<file path="src/rtl/iris_feature_loader_pkg.sv">
// rtl/iris_feature_loader_pkg.sv - shared states, feature indices and class codes
package iris_feature_loader_pkg;

  typedef enum logic [1:0] {
    COLLECT = 2'd0,
    EVAL    = 2'd1,
    HOLD    = 2'd2
  } state_e;

  localparam logic [1:0] IDX_SEPAL_LENGTH = 2'd0;
  localparam logic [1:0] IDX_SEPAL_WIDTH  = 2'd1;
  localparam logic [1:0] IDX_PETAL_LENGTH = 2'd2;
  localparam logic [1:0] IDX_PETAL_WIDTH  = 2'd3;

  localparam logic [1:0] CLS_SETOSA     = 2'd0;
  localparam logic [1:0] CLS_VERSICOLOR = 2'd1;
  localparam logic [1:0] CLS_VIRGINICA  = 2'd2;
  localparam logic [1:0] CLS_INVALID    = 2'd3;

endpackage

</file>
<file path="src/rtl/iris_cls_counter.sv">
// rtl/iris_cls_counter.sv - saturating per-class result counter with clear
module iris_cls_counter #(
  parameter int CW = 16
) (
  input  logic          clk,
  input  logic          rst_n,
  input  logic          i_clr,
  input  logic          i_inc,
  output logic [CW-1:0] o_cnt
);

  localparam logic [CW-1:0] MAX_CNT = '1;

  logic [CW-1:0] r_cnt;

  // Clear takes priority over a coincident increment.
  always_ff @(posedge clk or negedge rst_n) begin
    if (!rst_n) begin
      r_cnt <= '0;
    end else if (i_clr) begin
      r_cnt <= '0;
    end else if (i_inc && (r_cnt != MAX_CNT)) begin
      r_cnt <= r_cnt + 1'b1;
    end
  end

  assign o_cnt = r_cnt;

endmodule

</file>
<file path="src/rtl/iris_feature_loader.sv">
// rtl/iris_feature_loader.sv - collects four iris features, captures the class, counts results
module iris_feature_loader
  import iris_feature_loader_pkg::*;
#(
  parameter int N  = 8,
  parameter int C  = 2,
  parameter int CW = 16
) (
  input  logic          clk,
  input  logic          rst_n,
  input  logic [N-1:0]  s_data,
  input  logic          s_valid,
  output logic          s_ready,
  output logic [N-1:0]  SEPAL_LENGTH,
  output logic [N-1:0]  SEPAL_WIDTH,
  output logic [N-1:0]  PETAL_LENGTH,
  output logic [N-1:0]  PETAL_WIDTH,
  input  logic [C-1:0]  cls_in,
  output logic [C-1:0]  m_cls,
  output logic [7:0]    m_tag,
  output logic          m_valid,
  input  logic          m_ready,
  input  logic          cnt_clr,
  output logic [CW-1:0] cnt0,
  output logic [CW-1:0] cnt1,
  output logic [CW-1:0] cnt2
);

  state_e       r_state;
  logic [1:0]   r_idx;
  logic         r_s_ready;
  logic [N-1:0] r_sepal_length;
  logic [N-1:0] r_sepal_width;
  logic [N-1:0] r_petal_length;
  logic [N-1:0] r_petal_width;
  logic [C-1:0] r_m_cls;
  logic [7:0]   r_m_tag;
  logic         r_m_valid;

  logic         w_res_hs;
  logic         w_inc0;
  logic         w_inc1;
  logic         w_inc2;

  always_ff @(posedge clk or negedge rst_n) begin
    if (!rst_n) begin
      r_state        <= COLLECT;
      r_idx          <= IDX_SEPAL_LENGTH;
      r_s_ready      <= 1'b1;
      r_sepal_length <= '0;
      r_sepal_width  <= '0;
      r_petal_length <= '0;
      r_petal_width  <= '0;
      r_m_cls        <= '0;
      r_m_tag        <= '0;
      r_m_valid      <= 1'b0;
    end else begin
      case (r_state)
        COLLECT: begin
          if (s_valid && r_s_ready) begin
            case (r_idx)
              IDX_SEPAL_LENGTH: r_sepal_length <= s_data;
              IDX_SEPAL_WIDTH:  r_sepal_width  <= s_data;
              IDX_PETAL_LENGTH: r_petal_length <= s_data;
              IDX_PETAL_WIDTH:  r_petal_width  <= s_data;
            endcase
            // The 2-bit index wraps to 0 after the last feature of a frame.
            r_idx <= r_idx + 2'd1;
            if (r_idx == IDX_PETAL_WIDTH) begin
              r_state   <= EVAL;
              r_s_ready <= 1'b0;
            end
          end
        end
        EVAL: begin
          r_m_cls   <= cls_in;
          r_m_valid <= 1'b1;
          r_state   <= HOLD;
        end
        HOLD: begin
          if (m_ready) begin
            r_m_valid <= 1'b0;
            r_s_ready <= 1'b1;
            r_m_tag   <= r_m_tag + 8'd1;
            r_state   <= COLLECT;
          end
        end
        default: begin
          r_state   <= COLLECT;
          r_s_ready <= 1'b1;
          r_m_valid <= 1'b0;
        end
      endcase
    end
  end

  // Class 3 (invalid) matches no counter and is only forwarded.
  assign w_res_hs = r_m_valid && m_ready;
  assign w_inc0   = w_res_hs && (r_m_cls == C'(CLS_SETOSA));
  assign w_inc1   = w_res_hs && (r_m_cls == C'(CLS_VERSICOLOR));
  assign w_inc2   = w_res_hs && (r_m_cls == C'(CLS_VIRGINICA));

  iris_cls_counter #(.CW(CW)) u_cnt0 (
    .clk   (clk),
    .rst_n (rst_n),
    .i_clr (cnt_clr),
    .i_inc (w_inc0),
    .o_cnt (cnt0)
  );

  iris_cls_counter #(.CW(CW)) u_cnt1 (
    .clk   (clk),
    .rst_n (rst_n),
    .i_clr (cnt_clr),
    .i_inc (w_inc1),
    .o_cnt (cnt1)
  );

  iris_cls_counter #(.CW(CW)) u_cnt2 (
    .clk   (clk),
    .rst_n (rst_n),
    .i_clr (cnt_clr),
    .i_inc (w_inc2),
    .o_cnt (cnt2)
  );

  assign s_ready      = r_s_ready;
  assign SEPAL_LENGTH = r_sepal_length;
  assign SEPAL_WIDTH  = r_sepal_width;
  assign PETAL_LENGTH = r_petal_length;
  assign PETAL_WIDTH  = r_petal_width;
  assign m_cls        = r_m_cls;
  assign m_tag        = r_m_tag;
  assign m_valid      = r_m_valid;

endmodule
</file>
<file path="config.mk">
export PLATFORM = sky130hd
export DESIGN_NAME = iris_feature_loader
export DESIGN_NICKNAME = d
export VERILOG_FILES = /design/src/rtl/iris_feature_loader_pkg.sv /design/src/rtl/iris_cls_counter.sv /design/src/rtl/iris_feature_loader.sv
export SDC_FILE = /design/constraint.sdc
export NUM_CORES = 1
export LEC_CHECK = 0
export BUFFER_PORTS_ARGS = -buffer_cell sky130_fd_sc_hd__buf_2
export CORE_MARGIN = 1.5
export CORE_UTILIZATION = 49
export DETAILED_ROUTE_END_ITERATION = 6
export GPL_TIMING_DRIVEN = 0
export PLACE_DENSITY_LB_ADDON = 0.25
export SYNTH_ARGS = -nofsm -noshare
export SYNTH_HDL_FRONTEND = slang
export SYNTH_HIERARCHICAL = 1
export SYNTH_SLANG_ARGS = --single-unit
</file>
<file path="constraint.sdc">
create_clock -name clk -period 2 [get_ports clk]
set_clock_uncertainty 0.05 [all_clocks]
set_input_delay 0 -clock clk [delete_from_list [all_inputs] [get_ports clk]]
set_output_delay 0 -clock clk [all_outputs]
set_load 0.005 [all_outputs]
</file>
==> flow_summary.json <==
{
  "outcome": "finished, final reports clean",
  "critPathBufInv": 2,
  "synthesis.nets": 450,
  "syn_inst": 427,
  "crit_top_cell": "buf_4",
  "fin_nets": 596,
  "io-pin-count": 107,
  "synth_seq_area_share_pct": 48.6,
  "cts-root-buf": "clkbuf_8",
  "cts_htree_levels": 3,
  "synth_cell_types": 41,
  "r2r_start": "u_cnt2/o_cnt[0]",
  "fmax_ghz": 0.506,
  "cap_viol_max_count": 0,
  "crit_chain": "ha_4 -> nand4_2 -> nor4_4 -> buf_4 -> buf_4 -> or4_2 -> a21oi_2",
  "synth_seq_cells": 96,
  "crit_path_max_incr_delay_ns": 0.61,
  "hp-class": "in2async",
  "end_kind": "flop",
  "core_area_um2": 9770,
  "via_per_inst": 5.70,
  "grtUsageTotal_pct": 22.6,
  "crit_start": "u_cnt2/o_cnt[0]",
  "finalInstanceArea_um2": 6190,
  "grt.overflow.total": 0,
  "syn-cell-area_um2": 4940,
  "grt_pass1_wl_um": 18700,
  "slowest_stage": "or4_2",
  "instances_no_fill": 711,
  "nFillCells": 813,
  "final_common_cell": "buf_2",
  "die_h_um": 103,
  "synth.avg_cell_area_um2": 11.6,
  "drive_gt1_share_pct": 40.0,
  "io_buffers": 106,
  "antenna_found_initial": 0,
  "clock_path_buffers": 2,
  "vias": 4053,
  "finalSetupViolations": 0,
  "vdd.ir_drop.worst_mv": 0.340,
  "synth_area_leaders": "dfrtp_1 48%, mux2_4 9.7%, a21oi_1 3.3%",
  "cts_num_sinks": 96,
  "dpl.hpwl_um": 7740,
  "drcViolationCount": 0,
  "yosysTopAreaCell": "dfrtp_1",
  "postPlaceCellArea_um2": 5670,
  "timing.final.max_slew_violations": 0,
  "required_ns": 2.26,
  "finalWirelength_um": 11900,
  "p_leak_nw": 3.09,
  "row_count": 36,
  "syn_to_final_growth_pct": 25.3,
  "fin_crit_sh_pct": 98.7,
  "die_x_um": 103,
  "grt_max_degree": 53,
  "first_global_vias": 3762,
  "firstDrtPassIters": 4,
  "cp.arrival_ns": 2.23,
  "hold_violations": 0,
  "dieArea_um2": 10700,
  "synth_top_area_share_pct": 48.1,
  "critPathTopFamily": "simple AND/OR/NAND/NOR gates",
  "numCtsBuffers": 9,
  "yosys_warnings": 6,
  "initial_utilization_pct": 50.6,
  "power_density_nw_per_um2": 540,
  "gp_congestion": 0.841,
  "drtIter0Drc": 126,
  "cts_tree": "yes",
  "wl_per_cell_um": 16.8,
  "power_mw": 3.34,
  "setup_tns_ns": 0,
  "rsz0062_at_grt": "yes",
  "start_kind": "flop",
  "path_class": "reg2reg",
  "worst-path-max-fanout": 9,
  "final_cell_mix": "106 x buf_2, 90 x dfrtp_1, 32 x mux2_4",
  "ant_nets": 0,
  "fin_crit_ns": 1.97,
  "dp_cells": 667,
  "clkTransAtPathRegs_ns": 0.10,
  "tightest_slew_ns": 0.633,
  "slew_headroom_pct": 57.8,
  "num_antenna_cells": 0,
  "clock_latency_ns": 0.38
}
## cell type report
class / instances / area (µm²) / share of cell area (%)
clock buffers: 10 / 138 / 2.22
plain buffers: 16 / 108 / 1.74
clock inverters: 6 / 50.0 / 0.808
repair buffers: 135 / 803 / 13.0
well taps: 133 / 166 / 2.69
multi-input cells: 302 / 2470 / 39.9
inverters: 13 / 48.8 / 0.788
flip-flops and latches: 96 / 2410 / 38.9
## routing by layer
| layer | GRT usage [%] | up-vias | routed length (µm) |
|---|---|---|---|
| li1 | - | 1902 | - |
| met1 | 29.9 | 2030 | 5250 |
| met2 | 36.6 | 102 | 5870 |
| met3 | 4.70 | 19 | 595 |
| met4 | 8.84 | 0 | 209 |
| met5 | 0 | - | 0 |
## flip-flops by register name, indices dropped and copies added, names as in the netlist
signal	flops
r_state	2
u_cnt2/o_cnt	16
m_valid	1
m_cls	2
PETAL_WIDTH	8
r_idx	2
m_tag	8
PETAL_LENGTH	8
s_ready	1
SEPAL_LENGTH	8
u_cnt0/o_cnt	16
u_cnt1/o_cnt	16
SEPAL_WIDTH	8
## cells in the mapped netlist (all sizes together)
master,number
xor2,3
ha,8
nor3,6
dfrtp,95
nand3,11
or2,1
and4,6
mux2,46
nand3b,4
a21oi,33
xnor2,5
o31ai,21
or3,9
nor2,15
nor2b,13
nor4,16
or4,21
clkbuf,12
nand2,30
a211oi,3
o211ai,3
inv,13
o21ai,13
nand4,22
and3b,1
o21a,2
and4bb,1
buf,4
dfstp,1
and3,6
nor3b,3
## metrics by stage
| stage | setup slack, ns | utilization (%) | hold slack [ns] |
|---|---|---|---|
| final | 0.0253 | 63.4 | 0.127 |
| after global placement | -0.373 | 57.7 | 0.206 |
| after CTS | -0.0137 | 62.3 | 0.137 |
| after floorplan | 0.0229 | - | -0.346 |
| after detailed placement | -0.406 | 58.0 | 0.0107 |
| after global routing | -0.0276 | 63.4 | 0.192 |
## power by group
group / internal, mW / switching [mW] / leakage [nW] / total (mW)
clock: 0.504 / 0.746 / 0.0952 / 1.25
combinational: 0.0505 / 0.0967 / 1.68 / 0.147
sequential: 1.94 / 0.00499 / 1.31 / 1.95
## what timing repair did
item	in CTS	in global routing
setup buffers	7	8
gates cloned	0	0
pin swaps	6	5
hold buffers	13	0
setup endpoints to repair	47	30
resized for setup	15	15
hold endpoints to repair	83	0
## path summary, 6_finish.rpt
check                                   end  slack (ns)  cells past startpoint
min in group clk                   r_idx[1]        0.19                      4
setup / recovery            u_cnt2/o_cnt[3]        0.03                      7
max in group asynchronous           s_ready        1.07                      3
hold / removal             u_cnt0/o_cnt[12]        0.13                      2
setup reg to reg            u_cnt2/o_cnt[3]        0.03                      7
hold reg to reg                    m_tag[7]        0.43                      1
## cell families (layout without fill, tap and decap cells)
group,count (synthesis),count (layout),share of synthesized area [%]
compound gates,75,75,9.67
xor+xnor,8,8,1.42
flops,96,96,48.6
buf+inv,29,180,2.99
simple gates,165,165,22.4
fa+ha+maj,8,8,2.03
mux,46,46,12.9
## worst register-to-register path, stage by stage, from the launching register on
cell and delay (ns):
dfrtp_2 0.46, ha_4 0.17, nand4_2 0.11, nor4_4 0.05, buf_4 0.17, buf_4 0.14
or4_2 0.61, a21oi_2 0.14
No activity file was read; power rests on OpenSTA's default activity.
